### src/rtl/grf_write_arbiter.sv
// rtl/grf_write_arbiter.sv - GRF write-port arbiter: pipeline W stage vs queued late writer, with busy scoreboard.
// Optional starvation guard enabled by defining GRF_ARB_STARVE_EN.
module grf_write_arbiter #(
  parameter int DEPTH = 4
`ifdef GRF_ARB_STARVE_EN
  , parameter int STARVE_MAX = 4
`endif
) (
  input  logic        clk,
  input  logic        reset_n,
  input  logic        p_valid,
  input  logic [4:0]  p_addr,
  input  logic [31:0] p_data,
  input  logic [31:0] p_pc,
  input  logic        l_valid,
  output logic        l_ready,
  input  logic [4:0]  l_addr,
  input  logic [31:0] l_data,
  input  logic [31:0] l_pc,
  input  logic        sb_set,
  input  logic [4:0]  sb_addr,
  input  logic [4:0]  q_a1,
  input  logic [4:0]  q_a2,
  output logic        q_busy1,
  output logic        q_busy2,
  output logic        p_stall,
  output logic [4:0]  grf_a3,
  output logic [31:0] grf_wd,
  output logic [31:0] grf_pc
);

  localparam int AW = $clog2(DEPTH);
  localparam logic [AW:0] FULL = (AW+1)'(DEPTH);

  logic [4:0]    q_addr_q [DEPTH];
  logic [31:0]   q_data_q [DEPTH];
  logic [31:0]   q_pc_q   [DEPTH];
  logic [AW-1:0] wr_ptr_q, wr_ptr_d;
  logic [AW-1:0] rd_ptr_q, rd_ptr_d;
  logic [AW:0]   count_q, count_d;
  logic [31:0]   busy_q, busy_d;
  logic [4:0]    grf_a3_q, grf_a3_d;
  logic [31:0]   grf_wd_q, grf_wd_d;
  logic [31:0]   grf_pc_q, grf_pc_d;

  logic push, pop, p_win, stall;

  // Zero-address pushes complete the handshake but are never stored.
  assign l_ready = (count_q != FULL);
  assign push    = l_valid && l_ready && (l_addr != 5'd0);

  always_comb begin
    pop   = 1'b0;
    p_win = 1'b0;
    if (stall) begin
      pop = (count_q != '0);
    end else if (p_valid && (p_addr != 5'd0)) begin
      p_win = 1'b1;
    end else if (count_q != '0) begin
      pop = 1'b1;
    end
  end

  always_comb begin
    grf_a3_d = 5'd0;
    grf_wd_d = grf_wd_q;
    grf_pc_d = grf_pc_q;
    if (pop) begin
      grf_a3_d = q_addr_q[rd_ptr_q];
      grf_wd_d = q_data_q[rd_ptr_q];
      grf_pc_d = q_pc_q[rd_ptr_q];
    end else if (p_win) begin
      grf_a3_d = p_addr;
      grf_wd_d = p_data;
      grf_pc_d = p_pc;
    end
  end

  assign wr_ptr_d = wr_ptr_q + AW'(push);
  assign rd_ptr_d = rd_ptr_q + AW'(pop);
  assign count_d  = count_q + (AW+1)'(push) - (AW+1)'(pop);

  // Set is applied after clear so a same-cycle re-issue keeps the register busy.
  always_comb begin
    busy_d = busy_q;
    if (pop) busy_d[q_addr_q[rd_ptr_q]] = 1'b0;
    if (sb_set && (sb_addr != 5'd0)) busy_d[sb_addr] = 1'b1;
    busy_d[0] = 1'b0;
  end

  assign q_busy1 = busy_q[q_a1];
  assign q_busy2 = busy_q[q_a2];

`ifdef GRF_ARB_STARVE_EN
  localparam int SW = $clog2(STARVE_MAX + 1);
  logic [SW-1:0] starve_q, starve_d;
  logic          p_stall_q, p_stall_d;

  always_comb begin
    starve_d = starve_q;
    if (pop) begin
      starve_d = '0;
    end else if (p_win && (count_q != '0)) begin
      starve_d = starve_q + 1'b1;
    end
    p_stall_d = (starve_d == SW'(STARVE_MAX)) && (count_d != '0);
  end

  always_ff @(posedge clk or negedge reset_n) begin
    if (!reset_n) begin
      starve_q  <= '0;
      p_stall_q <= 1'b0;
    end else begin
      starve_q  <= starve_d;
      p_stall_q <= p_stall_d;
    end
  end

  assign stall = p_stall_q;
`else
  assign stall = 1'b0;
`endif

  assign p_stall = stall;

  always_ff @(posedge clk) begin
    if (push) begin
      q_addr_q[wr_ptr_q] <= l_addr;
      q_data_q[wr_ptr_q] <= l_data;
      q_pc_q[wr_ptr_q]   <= l_pc;
    end
  end

  always_ff @(posedge clk or negedge reset_n) begin
    if (!reset_n) begin
      wr_ptr_q <= '0;
      rd_ptr_q <= '0;
      count_q  <= '0;
      busy_q   <= '0;
      grf_a3_q <= 5'd0;
      grf_wd_q <= 32'd0;
      grf_pc_q <= 32'd0;
    end else begin
      wr_ptr_q <= wr_ptr_d;
      rd_ptr_q <= rd_ptr_d;
      count_q  <= count_d;
      busy_q   <= busy_d;
      grf_a3_q <= grf_a3_d;
      grf_wd_q <= grf_wd_d;
      grf_pc_q <= grf_pc_d;
    end
  end

  assign grf_a3 = grf_a3_q;
  assign grf_wd = grf_wd_q;
  assign grf_pc = grf_pc_q;

endmodule
### config.mk
export PLATFORM = sky130hd
export DESIGN_NAME = grf_write_arbiter
export DESIGN_NICKNAME = d
export VERILOG_FILES = /design/src/rtl/grf_write_arbiter.sv
export SDC_FILE = /design/constraint.sdc
export NUM_CORES = 1
export LEC_CHECK = 0
export ABC_AREA = 1
export BUFFER_PORTS_ARGS = -buffer_cell sky130_fd_sc_hd__buf_2
export CORE_MARGIN = 8
export CORE_UTILIZATION = 45
export DETAILED_ROUTE_END_ITERATION = 16
export GPL_TIMING_DRIVEN = 0
export PLACE_DENSITY = 0.71
export SYNTH_ARGS = -nofsm -noshare
export SYNTH_HDL_FRONTEND = slang
export SYNTH_SLANG_ARGS = --single-unit
### constraint.sdc
create_clock -name clk -period 15.6 [get_ports clk]
set_clock_uncertainty 0.2 [all_clocks]
set_input_delay 2.34 -clock clk [delete_from_list [all_inputs] [get_ports clk]]
set_output_delay 2.34 -clock clk [all_outputs]
set_load 0.1 [all_outputs]
==> run metrics <==
crit path capture type output pin; setup violators final 0; Setup CP Type in2out; post-route ant nets 0; TNS Setup 0 ns; core area 0.0355 mm^2; Pwr Total 4.51 mW; FF-to-FF Start count_q[1]; drt first pass iters 5; worst hold slack 0.284 ns; most used cell, CP nand2_1; Syn Std Cell Area 0.0162 mm^2; crit path time final 6.59 ns; die footprint 0.0423 mm^2; f_max 152 MHz; HP Class reg2reg; Synth Instances 1564; first-pass GRT wire length 68200 um; Layout Utilization 0.559; RR Endpoint q_pc_q[0][3]; drt wl/cell 18.7 um; Die H 206 um; largest cells by area after synthesis edfxtp_1, dfrtp_1, nand2_1, nand3_1, nor2_1; vias in the first global route 12400; RSZ-0062 raised after global routing no; Multi-input gate area 0.00462 mm^2; antenna violations before repair 17; CTS Sinks 383; worst vdd ir 0.203 mV; Yosys warnings 0; Crit path largest cell delay 0.42 ns; slowest stage cell on the critical path buf_2; Area after DPL 0.0183 mm^2; Mean Syn Cell Area 10.3 um^2; Post-Layout Inst Area 0.0198 mm^2; FP Rows 69; clk_lat worst skew 0.55 ns; H-Tree Depth 2; final hold viol count 0; DRC 0; sequential area share after synthesis 0.678; fill cell count 2988; total gr overflow 0; flop-to-flop setup slack 12.82 ns; most numerous cell in the Yosys netlist nand2_1; CTS resizes 0; Starting Density 0.456; CP cell instances clkbuf_1 > inv_1 > nand3_1 > nand3_1 > nand2_1 > nand2_1 > nand2_1 > nand2_1 > nand2_1 > buf_2; CTS max path bufs 3; GR Util met2 0.357; synthesized net count 1727; layout cells sized above 1 0.220; leakage power 8.52 nW; FF+latch area 0.0110 mm^2; Root Buffer clkbuf_16; hold-fix buffer count after cts 0; CP Buf/Inv Count 3; P per Cell Area 228 mW/mm^2; Cell variety after synth 30; nets@finish 2028; post-synth top area cell edfxtp_1; outcome finished clean; top cell type's share of synthesized area 0.512; IO buf count 225; crit-path max FO 9; routability cong. 0.930; asr flop ratio synth 0.279; top cells by instance count after synthesis nand2_1, edfxtp_1, nand3_1, nor2_1, dfrtp_1; met1 usage 0.255; CP required 13.06 ns; postcts setup bufs 0; area grow syn2layout 22.5%; vias 12300; Iter 0 DRT Violations 866; critical path launch point q_a2[1]; Worst Reg-to-Reg Cells 10; clock-pin slew on the worst setup and hold paths 0.05 ns; family with the most delay on the worst path buffers and inverters; Worst Path Arrival 4.05 ns; number of max-cap violations 0; EDFF count, synth 276; GRT Max-Usage Layer met2; synthesized flop and latch total 383; GRT Total Usage 0.208; WP depth 10; Most used DFF post-synth edfxtp_1; worst setup path endpoint q_busy2; CP startpoint kind input pin; Num CTS Buffers 41; Routed WL 44300 um; Rel. slew slack 0.110; post-DP HPWL 31700 um; Vias/cell 5.19; Die X 206 um; worst slew pin tran 1.33 ns; final slew viol count 0; largest net degree at the start of global routing 64; fin crit share 0.422; GR Util met3 0.0482; CTS tree yes; io pins 231
## logic make-up after synthesis
family	after synthesis	share of synthesized area
DFF	383	0.678
xor gates and xnor gates	4	0.00217
adders and majority gates	5	0.00433
other	1	0.000232
and+or+nand+nor	900	0.231
AOI/OAI and AO/OA	146	0.0464
buffers and inverters	125	0.0380
## tightest hold or removal path, stage by stage, from the launching register on
cell and delay (ns):
dfrtp_1 0.34, nand2_1 0.06, nand2_1 0.05
## sequential cells by signal, summed over array words and instances (netlist names)
name and cells:
busy_q 31, wr_ptr_q 2, q_addr_q 20, q_data_q 128
rd_ptr_q 2, count_q 3, grf_a3 5, grf_pc 32
q_pc_q 128, grf_wd 32
## power by group
| group | total [mW] | switching [mW] | internal [mW] | leakage [nW] |
|---|---|---|---|---|
| logic | 1.95 | 1.50 | 0.443 | 4.00 |
| registers | 1.50 | 0.115 | 1.39 | 3.80 |
| clock network | 1.06 | 0.404 | 0.658 | 0.719 |
| total | 4.51 | 2.02 | 2.49 | 8.52 |
## metrics by stage
step / instances / setup slack [ns]
final: 2368 / 9.01
after global routing: 2364 / 8.93
after CTS: 2359 / 9.05
after detailed placement: 2283 / 9.05
after global placement: 2250 / 3.50
after floorplan: 1564 / 7.46
## layout make-up
| type | instances | share of cell area |
|---|---|---|
| diodes | 9 | 0.00114 |
| plain buffers | 81 | 0.0227 |
| clock buffers | 54 | 0.0563 |
| clock inverters | 22 | 0.0186 |
| inverters | 44 | 0.00833 |
| multi-input cells | 1056 | 0.233 |
| flip-flops and latches | 383 | 0.553 |
| well taps | 461 | 0.0291 |
| repair buffers | 258 | 0.0776 |
## placed cells by master (no fill, tap or decap), drive strengths merged
cell and n:
a31o 1, nand3 179, conb 1, clkbuf 64, edfxtp 276, dfrtp 107, xor2 2, nor2 148
a21oi 104, o21ai 28, xnor2 2, buf 329, clkinvlp 2, fa 1, clkinv 9, ha 4
nand2 558, inv 46, diode 9, o22ai 13, bufinv 9, nor3 15
## metal layers
layer / share of wire / vias up
li1: - / 5882
met1: 0.40 / 5886
met2: 0.50 / 414
met3: 0.072 / 89
met4: 0.023 / 22
met5: 0.0033 / -
## how the worst min path moves through the flow
stage	from	endpoint	slack (ns)	cells after the start
3_3_place_gp	busy_q[5]	busy_q[5]	0.26	2
4_1_cts	busy_q[6]	busy_q[6]	0.28	2
6_report	busy_q[6]	busy_q[6]	0.28	2
3_5_place_dp	busy_q[6]	busy_q[6]	0.27	2
5_1_grt	busy_q[5]	busy_q[5]	0.31	2
2_1_floorplan	busy_q[4]	busy_q[4]	0.24	2
Note: power is estimated with default switching activity, not from simulation.
